## config.mk

```make
export PLATFORM = sky130hd
export DESIGN_NAME = pe_stim_driver
export DESIGN_NICKNAME = d
export VERILOG_FILES = /design/src/rtl/pe_drv_pkg.sv /design/src/rtl/pe_lfsr.sv /design/src/rtl/pe_stim_driver.sv
export SDC_FILE = /design/constraint.sdc
export NUM_CORES = 1
export LEC_CHECK = 0
export ABC_CLOCK_PERIOD_IN_PS = 7300
export CORE_MARGIN = 2
export CORE_UTILIZATION = 55
export CTS_CLUSTER_SIZE = 28
export DETAILED_ROUTE_END_ITERATION = 10
export PLACE_DENSITY = 0.76
export SYNTH_ARGS = -nofsm -noshare
export SYNTH_HDL_FRONTEND = slang
export SYNTH_SLANG_ARGS = --single-unit
```

## constraint.sdc

```tcl
create_clock -name clk -period 7.3 [get_ports clk]
set_input_delay 1.095 -clock clk [delete_from_list [all_inputs] [get_ports clk]]
set_output_delay 1.095 -clock clk [all_outputs]
set_load 0.1 [all_outputs]
```

## src/rtl/pe_drv_pkg.sv

```systemverilog
// rtl/pe_drv_pkg.sv - shared types and LFSR step for the PE stimulus driver
package pe_drv_pkg;

    typedef enum logic [1:0] {
        ST_IDLE     = 2'd0,
        ST_LOAD     = 2'd1,
        ST_WAIT_RES = 2'd2,
        ST_DONE     = 2'd3
    } drv_state_t;

    typedef enum logic [1:0] {
        MODE_LFSR = 2'd0,
        MODE_RAMP = 2'd1,
        MODE_ONES = 2'd2,
        MODE_RSVD = 2'd3
    } drv_mode_t;

    localparam logic [31:0] LFSR_POLY = 32'h8020_0003;

    function automatic logic [31:0] lfsr_next(input logic [31:0] s);
        return s[0] ? ((s >> 1) ^ LFSR_POLY) : (s >> 1);
    endfunction

endpackage

```

## src/rtl/pe_lfsr.sv

```systemverilog
// rtl/pe_lfsr.sv - 32-bit Galois LFSR that can advance up to three draws per cycle
module pe_lfsr
    import pe_drv_pkg::*;
#(
    parameter logic [31:0] SEED = 32'hACE1_2024
) (
    input  logic        clk,
    input  logic        rstn,
    input  logic        en,
    input  logic [1:0]  draws,
    output logic [31:0] step1,
    output logic [31:0] step2,
    output logic [31:0] step3
);

    logic [31:0] state;

    // Each draw consumes the state reached after one more step.
    assign step1 = lfsr_next(state);
    assign step2 = lfsr_next(step1);
    assign step3 = lfsr_next(step2);

    always_ff @(posedge clk or negedge rstn) begin
        if (!rstn) begin
            state <= SEED;
        end else if (en) begin
            case (draws)
                2'd1:    state <= step1;
                2'd2:    state <= step2;
                2'd3:    state <= step3;
                default: state <= state;
            endcase
        end
    end

endmodule

```

## src/rtl/pe_stim_driver.sv

```systemverilog
// rtl/pe_stim_driver.sv - drives MAC windows into a PE and checks its psum against a golden sum
module pe_stim_driver
    import pe_drv_pkg::*;
#(
    parameter int          DATA_WIDTH  = 16,
    parameter int          KERNEL_SIZE = 9,
    parameter int          TIMEOUT     = 64,
    parameter logic [31:0] SEED        = 32'hACE1_2024
) (
    input  logic                    clk,
    input  logic                    rstn,
    input  logic                    start,
    input  logic [1:0]              mode,
    input  logic [15:0]             num_windows,
    output logic [DATA_WIDTH-1:0]   ifmap_data_M2P,
    output logic [DATA_WIDTH-1:0]   fltr_data_M2P,
    output logic [2*DATA_WIDTH-1:0] psum_data_M2P,
    output logic [7:0]              kernel_size,
    output logic                    pe_en,
    input  logic                    pe_ready,
    input  logic                    pe_valid,
    input  logic [2*DATA_WIDTH-1:0] psum_data_P2M,
    output logic                    busy,
    output logic                    done,
    output logic [15:0]             err_cnt,
    output logic                    timeout_err
);

    localparam int          PW     = 2 * DATA_WIDTH;
    localparam logic [7:0]  K_LAST = 8'(KERNEL_SIZE - 1);
    localparam logic [15:0] T_LAST = 16'(TIMEOUT - 1);

    drv_state_t state, state_nxt;
    drv_mode_t  run_mode, win_mode;

    logic [15:0]           run_windows, win_cnt, wait_cnt;
    logic [7:0]            beat_cnt;
    logic [PW-1:0]         golden, prod, win_psum;
    logic [DATA_WIDTH-1:0] win_ifmap, win_fltr, nxt_ifmap, nxt_fltr;
    logic [31:0]           step1, step2, step3;
    logic                  run_go, xfer, last_beat, res_seen, res_timeout, win_close;
    logic                  last_win, win_start, beat_adv, err_hit, lfsr_en;
    logic [1:0]            lfsr_draws;

    assign kernel_size = 8'(KERNEL_SIZE);
    assign run_go      = ((state == ST_IDLE) || (state == ST_DONE)) && start;
    assign xfer        = (state == ST_LOAD) && pe_ready;
    assign last_beat   = (beat_cnt == K_LAST);
    assign res_seen    = (state == ST_WAIT_RES) && pe_valid;
    assign res_timeout = (state == ST_WAIT_RES) && !pe_valid && (wait_cnt == T_LAST);
    assign win_close   = res_seen || res_timeout;
    assign last_win    = (win_cnt == run_windows - 16'd1);
    assign win_start   = (run_go && (num_windows != 16'd0)) || (win_close && !last_win);
    assign beat_adv    = xfer && !last_beat;
    assign err_hit     = (res_seen && (psum_data_P2M != golden)) || res_timeout;
    // The mode input only matters on the cycle a run is launched.
    assign win_mode    = run_go ? drv_mode_t'(mode) : run_mode;
    assign lfsr_en     = ((win_mode == MODE_LFSR) || (win_mode == MODE_RSVD)) && (win_start || beat_adv);
    assign lfsr_draws  = win_start ? 2'd3 : 2'd2;
    assign prod        = PW'(ifmap_data_M2P) * PW'(fltr_data_M2P);

    pe_lfsr #(.SEED(SEED)) u_lfsr (
        .clk   (clk),
        .rstn  (rstn),
        .en    (lfsr_en),
        .draws (lfsr_draws),
        .step1 (step1),
        .step2 (step2),
        .step3 (step3)
    );

    always_ff @(posedge clk or negedge rstn) begin
        if (!rstn) state <= ST_IDLE;
        else       state <= state_nxt;
    end

    always_comb begin
        state_nxt = state;
        case (state)
            ST_IDLE, ST_DONE: if (start) state_nxt = (num_windows != 16'd0) ? ST_LOAD : ST_DONE;
            ST_LOAD:          if (xfer && last_beat) state_nxt = ST_WAIT_RES;
            ST_WAIT_RES:      if (win_close) state_nxt = last_win ? ST_DONE : ST_LOAD;
            default:          state_nxt = ST_IDLE;
        endcase
    end

    always_comb begin
        pe_en = 1'b0;
        busy  = 1'b0;
        done  = 1'b0;
        case (state)
            ST_LOAD:     begin pe_en = 1'b1; busy = 1'b1; end
            ST_WAIT_RES: busy = 1'b1;
            ST_DONE:     done = 1'b1;
            default:     ;
        endcase
    end

    always_comb begin
        case (win_mode)
            MODE_RAMP: begin
                win_psum  = '0;
                win_ifmap = DATA_WIDTH'(1);
                win_fltr  = DATA_WIDTH'(1);
                nxt_ifmap = DATA_WIDTH'(beat_cnt) + DATA_WIDTH'(2);
                nxt_fltr  = DATA_WIDTH'(1);
            end
            MODE_ONES: begin
                win_psum  = '1;
                win_ifmap = '1;
                win_fltr  = '1;
                nxt_ifmap = '1;
                nxt_fltr  = '1;
            end
            default: begin
                win_psum  = PW'(step1);
                win_ifmap = DATA_WIDTH'(step2);
                win_fltr  = DATA_WIDTH'(step3);
                nxt_ifmap = DATA_WIDTH'(step1);
                nxt_fltr  = DATA_WIDTH'(step2);
            end
        endcase
    end

    always_ff @(posedge clk or negedge rstn) begin
        if (!rstn) begin
            run_mode    <= MODE_LFSR;
            run_windows <= '0;
            win_cnt     <= '0;
            beat_cnt    <= '0;
            wait_cnt    <= '0;
            err_cnt     <= '0;
            timeout_err <= 1'b0;
        end else begin
            if (run_go) begin
                run_mode    <= drv_mode_t'(mode);
                run_windows <= num_windows;
                win_cnt     <= '0;
                err_cnt     <= '0;
                timeout_err <= 1'b0;
            end else begin
                if (win_close && !last_win) win_cnt <= win_cnt + 16'd1;
                if (res_timeout) timeout_err <= 1'b1;
                if (err_hit && (err_cnt != 16'hFFFF)) err_cnt <= err_cnt + 16'd1;
            end
            if (win_start)     beat_cnt <= '0;
            else if (beat_adv) beat_cnt <= beat_cnt + 8'd1;
            wait_cnt <= ((state == ST_WAIT_RES) && !win_close) ? wait_cnt + 16'd1 : 16'd0;
        end
    end

    // Operands stay registered so they hold while the PE stalls.
    always_ff @(posedge clk or negedge rstn) begin
        if (!rstn) begin
            ifmap_data_M2P <= '0;
            fltr_data_M2P  <= '0;
            psum_data_M2P  <= '0;
            golden         <= '0;
        end else if (win_start) begin
            psum_data_M2P  <= win_psum;
            ifmap_data_M2P <= win_ifmap;
            fltr_data_M2P  <= win_fltr;
            golden         <= win_psum;
        end else if (xfer) begin
            golden <= golden + prod;
            if (!last_beat) begin
                ifmap_data_M2P <= nxt_ifmap;
                fltr_data_M2P  <= nxt_fltr;
            end
        end
    end

endmodule

```

==> summary.md <==
| Metric | Value |
|---|---|
| Cts hold-fix bufs | `0` |
| Clk_lat worst skew | `0.45 ns` |
| Multi-input logic area | `0.0128 mm²` |
| Count of cell types in the netlist | `73` |
| Post-CTS Setup Bufs | `0` |
| Worst path cell trace | `buf_4 -> nand2_1 -> fa_1 -> inv_1 -> fa_1 -> fa_1 -> fa_1 -> fa_1 -> inv_1 -> fa_1 -> inv_1 -> ha_1 -> a21oi_1 -> o21ai_0 -> a22oi_1 -> nand3b_1 -> a31oi_1 -> nor4b_1 -> a311oi_1 -> xor2_1 -> a22oi_1` |
| H-tree lvl count | `4` |
| Max incr delay on CP | `0.68 ns` |
| Min-Delay Path Depth | `1` |
| Post-synth EDFFs | `0` |
| Element type at the critical path end | `register` |
| Antenna diode count | `0` |
| Reg2reg setup slack | `0.59 ns` |
| Largest net degree at the start of global routing | `126` |
| Max Slew Vio Count | `0` |
| Hold Crit Class | `reg -> reg` |
| Number of hold violations in the final report | `0` |
| First-pass GRT wire length | `86600 µm` |
| Worst clock skew | `0.0130 ns` |
| Crit path DAT | `7.00 ns` |
| Startpoint types | `register` |
| DPL Wire Length | `40600 µm` |
| Num CTS Buffers | `17` |
| Initial antenna violation count | `0` |
| Reg area | `0.00497 mm²` |
| Port Buf Inserts | `138` |
| Iter 0 DRT Violations | `1171` |
| Most common cell on crit path | `fa_1` |
| Final TNS setup | `0 ns` |
| Via Count | `16000` |
| RSZ-0062 raised after global routing | `no` |
| CP required | `7.58 ns` |
| Global route overflow | `0` |
| Yosys warns | `0` |
| Syn Area/Cell | `8.65 µm²` |
| Main synth FF type | `dfrtp_1` |
| Setup CP Type | `reg -> reg` |
| Crit-path slowest cell | `dfrtp_1` |
| Layout cell share with drive strength beyond 1 | `0.0411` |
| Clk slew on worst S/H paths | `0.08 ns` |
| Clock tree sinks | `198` |
| Final ANT Viol Nets | `0` |
| Period utilization | `0.920` |
| Max-Cap Viols | `0` |
| Fmax | `0.149 GHz` |
| Final Critical Period | `6.71 ns` |
| WHS Endpoint | `psum_data_M2P[21]` |
| Die Y-Extent | `193 µm` |
| Critical path buffer and inverter count | `4` |
| Pre-Repair DR Iteration Count | `5` |
| Die Width | `193 µm` |
| Hold Path Origin | `psum_data_M2P[21]` |
| Syn Inst Count | `2265` |
| CTS tree | `done` |
| Post-Syn Area | `0.0196 mm²` |
| Die area | `0.0371 mm²` |
| Register area share after synthesis | `0.254` |
| Overall fraction of global-route tracks in use | `0.303` |
| DRC | `0` |
| Vias/cell | `5.67` |
| Outcome | `finished clean` |
| Clock buffer depth | `2` |
| CTS root buf | `clkbuf_16` |
| Max FO, Critical Path | `14` |
| CP delay by family, top | `adder cells` |
| R2r startpoint | `ifmap_data_M2P[11]` |
| Final setup fails | `0` |
| Asr flop ratio synth | `1.00` |
| Final GP Congestion | `0.949` |
| Final wirelength | `52900 µm` |
| Area delta synth->final | `12.2%` |
| Number of global-route vias before repair | `16100` |
| Max transition margin | `0.231` |
| Pin slew with the least headroom to its limit | `1.15 ns` |
| WL/cell | `18.8 µm` |
| Worst r2r dst | `golden[31]` |
| FP Rows | `69` |
| I/O pin count | `147` |
| CORE AREA | `0.0353 mm²` |
| Fillers | `2983` |
| Yosys reg bits | `198` |
| Layout Nets | `2736` |
| Post-CTS sizing | `0` |
| Initial Util | `0.555` |
| Reg2Reg Depth | `21` |
## kinds of logic (layout without fill, tap and decap cells)
kind of cell,count (synthesis),in the layout,share of synthesized area
DFF,198,198,0.254
AOI/OAI and AO/OA,316,316,0.0990
xor gates and xnor gates,125,125,0.0559
and+or+nand+nor,790,790,0.190
adders and majority gates,334,334,0.297
other,2,8,0.000383
muxes,12,12,0.00620
buffers and inverters,488,577,0.0980
## how the worst max path moves through the flow
stage	startpoint	to	slack, ns	cells past startpoint
5_1_grt	ifmap_data_M2P[11]	golden[31]	0.23	21
4_1_cts	ifmap_data_M2P[11]	golden[30]	0.59	21
3_3_place_gp	ifmap_data_M2P[11]	golden[31]	0.66	21
2_1_floorplan	ifmap_data_M2P[9]	golden[30]	0.51	23
3_5_place_dp	ifmap_data_M2P[11]	golden[31]	0.62	21
6_report	ifmap_data_M2P[11]	golden[31]	0.59	21
## layout by cell type, fill, tap and decap left out, types with 14 or more instances in the layout
cell type / count
o21ai_0: 64
nor2_1: 176
fa_1: 219
a31oi_1: 42
xor2_1: 36
and2_1: 124
xnor2_1: 89
nor3_1: 24
a21o_1: 15
nor4_1: 15
inv_1: 366
or3_1: 14
ha_1: 115
nand3_1: 43
buf_4: 41
clkbuf_16: 17
and3_1: 21
nand2_1: 307
clkdlybuf4s50_1: 137
a21oi_1: 112
dfrtp_1: 187
nand4_1: 22
## metrics by stage
step / setup slack [ns] / util / instances / hold WS, ns / area (µm²)
after CTS: 0.590 / 0.623 / 2821 / 0.488 / 22000
after global placement: 0.657 / 0.605 / 2789 / 0.465 / 21400
final: 0.588 / 0.623 / 2821 / 0.483 / 22000
after global routing: 0.228 / 0.623 / 2821 / 0.495 / 22000
after detailed placement: 0.617 / 0.605 / 2789 / 0.472 / 21400
after floorplan: 0.513 / - / 2271 / 0.447 / 19600
## routing by layer
| metal | global-route usage | vias up | part of all wire |
|---|---|---|---|
| met5 | 0 | - | 0 |
| met1 | 0.419 | 7956 | 0.42 |
| met3 | 0.0526 | 110 | 0.079 |
| met4 | 0.117 | 0 | 0.039 |
| met2 | 0.477 | 605 | 0.46 |
| li1 | - | 7313 | - |
## final cells by class
cell class                 instances  share of cell area
clock inverter                    13             0.00859
timing repair buffer             179              0.0770
sequential                       198               0.226
clock buffer                      19              0.0197
multi-input combinational       1585               0.580
inverter                         366              0.0625
tap                              461              0.0262
## synth_stat cells (14+ instances only)
cell type | instances | area share
xor2_1 | 36 | 0.016
nor3_1 | 24 | 0.0061
nand4_1 | 22 | 0.0070
clkbuf_1 | 82 | 0.016
nor4_1 | 15 | 0.0048
buf_2 | 17 | 0.0043
ha_1 | 115 | 0.073
a21o_1 | 15 | 0.0057
fa_1 | 219 | 0.22
a31oi_1 | 42 | 0.013
nor2_1 | 177 | 0.034
inv_1 | 366 | 0.070
nand3_1 | 43 | 0.011
o21ai_0 | 64 | 0.016
a21oi_1 | 112 | 0.029
or3_1 | 14 | 0.0045
nand2_1 | 307 | 0.059
and3_1 | 21 | 0.0067
xnor2_1 | 89 | 0.040
and2_1 | 125 | 0.040
buf_4 | 16 | 0.0061
dfrtp_1 | 187 | 0.24
## registers in the layout, indices dropped and copies added, names as in the netlist, 15 cells and up
| name | cells |
|---|---|
| psum_data_M2P | 32 |
| ifmap_data_M2P | 15 |
| golden | 32 |
| err_cnt | 16 |
| wait_cnt | 16 |
| win_cnt | 16 |
| u_lfsr.state | 32 |
| run_windows | 16 |
Power is not shown: default switching activity piles up to over one toggle a cycle in this logic, so the estimate is an artifact.
